**src/rtl/read_controller_pkg.sv**
```systemverilog
// Shared defaults and state encoding for the frame buffer write/read stages.
package read_controller_pkg;

  localparam int WL_DEF    = 28;
  localparam int DEPTH_DEF = 36;
  localparam int AW_DEF    = 6;

  typedef enum logic [1:0] {
    ST_IDLE  = 2'd0,
    ST_READ  = 2'd1,
    ST_DRAIN = 2'd2,
    ST_DONE  = 2'd3
  } rd_state_e;

endpackage

```
**src/rtl/read_controller_counter.sv**
```systemverilog
// Up-counter with enable and synchronous clear to IV; clear wins over enable.
module read_controller_counter #(
  parameter int WL = 6,
  parameter int IV = 0
) (
  input  logic          clk_i,
  input  logic          rst_ni,
  input  logic          clr_i,
  input  logic          en_i,
  output logic [WL-1:0] cnt_o
);

  logic [WL-1:0] cnt_q, cnt_d;

  always_comb begin
    cnt_d = cnt_q;
    if (clr_i)     cnt_d = WL'(IV);
    else if (en_i) cnt_d = cnt_q + WL'(1);
  end

  always_ff @(posedge clk_i or negedge rst_ni) begin
    if (!rst_ni) cnt_q <= WL'(IV);
    else         cnt_q <= cnt_d;
  end

  assign cnt_o = cnt_q;

endmodule

```
**src/rtl/read_controller.sv**
```systemverilog
// Streams one frame of DEPTH words from buffer memory through a 2-entry output FIFO.
// state | meaning: IDLE wait iSTART; READ issue reads; DRAIN empty FIFO; DONE 1-cycle pulse
module read_controller
  import read_controller_pkg::*;
#(
  parameter int WL    = WL_DEF,
  parameter int DEPTH = DEPTH_DEF,
  parameter int AW    = AW_DEF
) (
  input  logic          iCLK,
  input  logic          iRSTn,
  input  logic          iCLR,
  input  logic          iSTART,
  output logic          oRd_EN,
  output logic [AW-1:0] oRd_ADDR,
  input  logic [WL-1:0] iRd_DATA,
  output logic [WL-1:0] oDATA,
  output logic          oVALID,
  input  logic          iREADY,
  output logic          oBUSY,
  output logic          oRd_DONE
);

  localparam logic [AW:0]   DEPTH_W = (AW+1)'(DEPTH);
  localparam logic [AW-1:0] LAST_A  = AW'(DEPTH-1);

  rd_state_e     state_q, state_d;
  logic          inflight_q, inflight_d;
  logic [1:0]    count_q, count_d;
  logic          wr_ptr_q, rd_ptr_q;
  logic [WL-1:0] mem_q [2];
  logic          push, pop, cnt_clr;
  logic [2:0]    occ;

  assign push    = inflight_q;
  assign oVALID  = (count_q != 2'd0);
  assign pop     = oVALID & iREADY;
  // Slots committed next cycle; a pop this cycle frees one, keeping the bubble-free stream.
  assign occ     = {1'b0, count_q} + {2'b00, inflight_q} - {2'b00, pop};
  assign cnt_clr = iCLR | (state_q == ST_DONE);

  always_comb begin
    count_d = count_q + {1'b0, push} - {1'b0, pop};
    if (iCLR) count_d = 2'd0;
  end

  always_comb begin
    state_d    = state_q;
    oRd_EN     = 1'b0;
    inflight_d = 1'b0;
    case (state_q)
      ST_IDLE:  if (iSTART) state_d = ST_READ;
      ST_READ: begin
        if (({1'b0, oRd_ADDR} < DEPTH_W) && (occ < 3'd2)) oRd_EN = 1'b1;
        if (oRd_EN && (oRd_ADDR == LAST_A)) state_d = ST_DRAIN;
      end
      ST_DRAIN: if (count_d == 2'd0) state_d = ST_DONE;
      ST_DONE:  state_d = ST_IDLE;
      default:  state_d = ST_IDLE;
    endcase
    inflight_d = oRd_EN;
    if (iCLR) begin
      state_d    = ST_IDLE;
      inflight_d = 1'b0;
    end
  end

  always_ff @(posedge iCLK or negedge iRSTn) begin
    if (!iRSTn) begin
      state_q    <= ST_IDLE;
      inflight_q <= 1'b0;
      count_q    <= 2'd0;
      wr_ptr_q   <= 1'b0;
      rd_ptr_q   <= 1'b0;
      for (int i = 0; i < 2; i++) mem_q[i] <= '0;
    end else begin
      state_q    <= state_d;
      inflight_q <= inflight_d;
      count_q    <= count_d;
      if (iCLR) begin
        wr_ptr_q <= 1'b0;
        rd_ptr_q <= 1'b0;
        for (int i = 0; i < 2; i++) mem_q[i] <= '0;
      end else begin
        if (push) begin
          mem_q[wr_ptr_q] <= iRd_DATA;
          wr_ptr_q        <= ~wr_ptr_q;
        end
        if (pop) rd_ptr_q <= ~rd_ptr_q;
      end
    end
  end

  assign oDATA    = mem_q[rd_ptr_q];
  assign oBUSY    = (state_q != ST_IDLE);
  assign oRd_DONE = (state_q == ST_DONE);

  read_controller_counter #(
    .WL(AW),
    .IV(0)
  ) u_addr_cnt (
    .clk_i (iCLK),
    .rst_ni(iRSTn),
    .clr_i (cnt_clr),
    .en_i  (oRd_EN),
    .cnt_o (oRd_ADDR)
  );

endmodule

```
**config.mk**
```make
export PLATFORM = sky130hd
export DESIGN_NAME = read_controller
export DESIGN_NICKNAME = d
export VERILOG_FILES = /design/src/rtl/read_controller_pkg.sv /design/src/rtl/read_controller_counter.sv /design/src/rtl/read_controller.sv
export SDC_FILE = /design/constraint.sdc
export NUM_CORES = 1
export LEC_CHECK = 0
export ABC_CLOCK_PERIOD_IN_PS = 8000
export CAP_MARGIN = 10
export CORE_MARGIN = 1.5
export CORE_UTILIZATION = 45
export DETAILED_ROUTE_END_ITERATION = 16
export PLACE_DENSITY = 0.81
export SETUP_SLACK_MARGIN = 0.02
export SYNTH_ARGS = -nofsm -noshare
export SYNTH_HDL_FRONTEND = slang
export SYNTH_SLANG_ARGS = --single-unit
export TNS_END_PERCENT = 10
```
**constraint.sdc**
```tcl
create_clock -name iCLK -period 8 [get_ports iCLK]
set_clock_uncertainty 0.2 [all_clocks]
set_input_delay 1.6 -clock iCLK [delete_from_list [all_inputs] [get_ports iCLK]]
set_output_delay 1.6 -clock iCLK [all_outputs]
set_load 0.005 [all_outputs]
```
==> out/qor.yml <==
pwr:
  power_density_nw_per_um2: 266
  power_switching_uw: 334
  power_frac_seq: 0.398
  p_comb_frac: 0.338
  p_int_uw: 744
  switching_share: 0.310
  finalPower_uw: 1080
  clock_power_share: 0.264
  leakagePower_uw: 0.00188
  irDropWorstVdd_uv: 176
timing:
  rsz0062_at_grt: "no"
  final.setup.tns_ns: 0
  relSlewSlack: 0.259
  clock.fmax_ghz: 0.167
  fin_crit_sh: 0.750
  worstMarginPinSlew_ns: 1.11
  finalCriticalPeriod_ns: 6.00
  setup_viol: 0
  finalMaxSlewViolations: 0
  hold_violations: 0
floorplanning:
  coreArea_sq_um: 6720
  die_x_um: 85.9
  die_y_um: 85.9
  io_pins: 71
  die-area_sq_um: 7380
  num_rows: 30
  start_util: 0.460
grt:
  grt_pass1_wl_um: 11700
  grt_overflow: 0
  grt_pass1_vias: 2412
  gr-usage-met2: 0.328
  antenna_found_initial: 0
  busiest_layer: "met2"
  use_met1: 0.273
  use_met3: 0.0539
  gr-usage-all-layers: 0.208
  grt_max_degree: 70
placement:
  dp_hpwl_um: 4280
  port_buffers: 70
  gp_congestion: 0.869
synth:
  yosysSeqAreaShare: 0.558
  synth_warnings: 0
  synth-seq-cells: 69
  synth_nets: 277
  post-synth-top-area-cell: "dfrtp_1"
  synthTopCellsByArea: "dfrtp_1 (56%), a22o_1 (16%), mux2_2 (10%), ha_1 (2.8%), buf_2 (1.8%)"
  synth_area_sq_um: 3090
  syn_area_per_cell_sq_um: 13.1
  synth_cells: 236
  synth.distinct_cells: 33
  synth_top_area_frac: 0.558
run:
  drv_cap: 0
setup_path:
  cpPeakStageDelay_ns: 0.54
  cp_slowest_cell: "clkdlybuf4s50_1"
  cp_cell_sequence: "clkdlybuf4s50_1, and2_1, ha_1, inv_1, ha_1, inv_1, fa_1, xnor2_2, o2111a_1, clkdlybuf4s50_1"
  crit_fanout: 7
  required_ns: 6.20
  worstPathArrival_ns: 4.20
  crit_path_end_kind: "primary output"
  cp-start-kind: "primary input"
  critPathKind: "primary input to primary output"
layout:
  nNetsFinal: 349
  diodes: 0
  nFillCells: 525
  drive_gt1_frac: 0.185
  area_growth_pct: 31.3
detailed_routing:
  postRouteAntennaNets: 0
  dr.pass1.iters: 4
  drc: 0
  routed_wl_um: 6870
  drtIter0Drc: 131
  vias_per_cell: 5.68
  vias: 2232
  post_drt_wl_per_cell_um: 17.5
hold_path:
  hold_path.class: "register to register"
cts:
  clock_latency_ns: 0.34
  cts_max_path_buffers: 2
  postCtsSetupBuffers: 0
  clock-sinks: 69
  cts.clk_slew.worst_paths_ns: 0.07
  cts_root_buffer: "clkbuf_8"
  htreeDepth: 3
  holdBufCountCts: 0
  cts_resized: 0
  cts_tree: "yes"
  cts_made_buffers: 9
status:
  status: "complete, no violations"
per-stage QoR:
| stage | hold WS (ns) | worst slack [ns] | cells | utilization | instance area [sq um] |
|---|---|---|---|---|---|
| 2_1_floorplan | 0.267 | 3.06 | 236 | - | 3090 |
| 3_5_place_dp | 0.285 | 1.99 | 377 | 0.574 | 3860 |
| 4_1_cts | 0.305 | 1.99 | 393 | 0.604 | 4060 |
| 6_report | 0.299 | 2.00 | 393 | 0.604 | 4060 |
| 5_1_grt | 0.324 | 1.85 | 393 | 0.604 | 4060 |
| 3_3_place_gp | 0.281 | 2.06 | 377 | 0.574 | 3860 |
layer usage:
layer | wire length [um] | vias to the layer above | share of wire
met1 | 3240 | 1142 | 0.47
li1 | - | 1018 | -
met4 | 110 | 0 | 0.016
met5 | 0 | - | 0
met3 | 358 | 9 | 0.052
met2 | 3160 | 63 | 0.46
synth_stat cells (all sizes together):
cell type,n
a21oi,5
a22o,56
a31o,1
a41oi,1
and2,3
and3,2
and4b,1
buf,11
clkbuf,3
dfrtp,69
fa,1
ha,7
inv,9
mux2,28
nand2,4
nand2b,2
nand3,3
nand4,3
nor2,10
nor2b,1
nor3,1
nor4b,1
o2111a,1
o21ai,1
o2bb2ai,1
o32ai,1
or2,2
or4,1
xnor2,5
xor2,2
critical path: cells and delay by family:
kind            cells  cell delay (ns)
buf+inv             4             1.09
fa+ha+maj           3             0.80
simple gates        1             0.15
compound gates      1             0.34
xor+xnor            1             0.21
state kept, by name (all words and copies together) (netlist names):
name	flops
count_q	2
rd_ptr_q	1
wr_ptr_q	1
inflight_q	1
state_q	2
u_addr_cnt.cnt_o	6
mem_q	56
cell usage in the layout, fill, tap and decap left out, types with 2 or more instances in the layout:
cell type        synthesis  layout
xor2_1                   2       2
nand4_1                  3       3
clkbuf_8                 0      10
clkinvlp_4               0       2
xnor2_1                  4       4
buf_4                    0       5
ha_1                     7       7
nand2_1                  4       4
clkdlybuf4s50_1          0      69
and3_1                   2       2
nand3_1                  3       3
nand2b_1                 2       2
a22o_1                  56      56
a21oi_1                  3       3
or2_2                    2       2
a21oi_2                  2       2
mux2_2                  28      28
inv_1                    8       8
nor2_1                  10      10
dfrtp_1                 69      69
and2_1                   3       3
cells by family after synthesis:
logic type / Yosys count / synth area share
adders and majority gates: 8 / 0.0348
buffers and inverters: 23 / 0.0324
AOI/OAI and AO/OA: 67 / 0.188
muxes: 28 / 0.102
DFF: 69 / 0.558
and+or+nand+nor: 34 / 0.0619
xor gates and xnor gates: 7 / 0.0223
path summary, 6_finish.rpt:
check                           depth (start not counted)  slack [ns]       start         end
worst min register to register                          1        0.30   mem_q[40]   mem_q[40]
worst max-delay path                                   10        2.00      iREADY      oRd_EN
worst max register to register                         11        4.79  count_q[1]  state_q[0]
max in group asynchronous                               2        5.80       iRSTn   mem_q[16]
min in group asynchronous                               2        1.27       iRSTn   mem_q[28]
worst min-delay path                                    1        0.30   mem_q[40]   mem_q[40]
cell type report:
cell class / instances / area (sq um) / share of cell area
Sequential cell: 69 / 1730 / 0.425
Multi-Input combinational cell: 144 / 1260 / 0.312
Timing Repair Buffer: 75 / 733 / 0.181
Clock buffer: 11 / 141 / 0.0348
Tap cell: 80 / 100 / 0.0247
Clock inverter: 5 / 58.8 / 0.0145
Inverter: 9 / 33.8 / 0.00832
power by group through the flow:
stage               Sequential (uW)  Clock [uW]  Combinational [uW]
floorplan                       427           0                 220
global placement                434           0                 360
detailed placement              436           0                 364
CTS                             429         291                 368
global route                    436         311                 400
finish                          429         285                 365
Power figures use the tool's default switching activity.
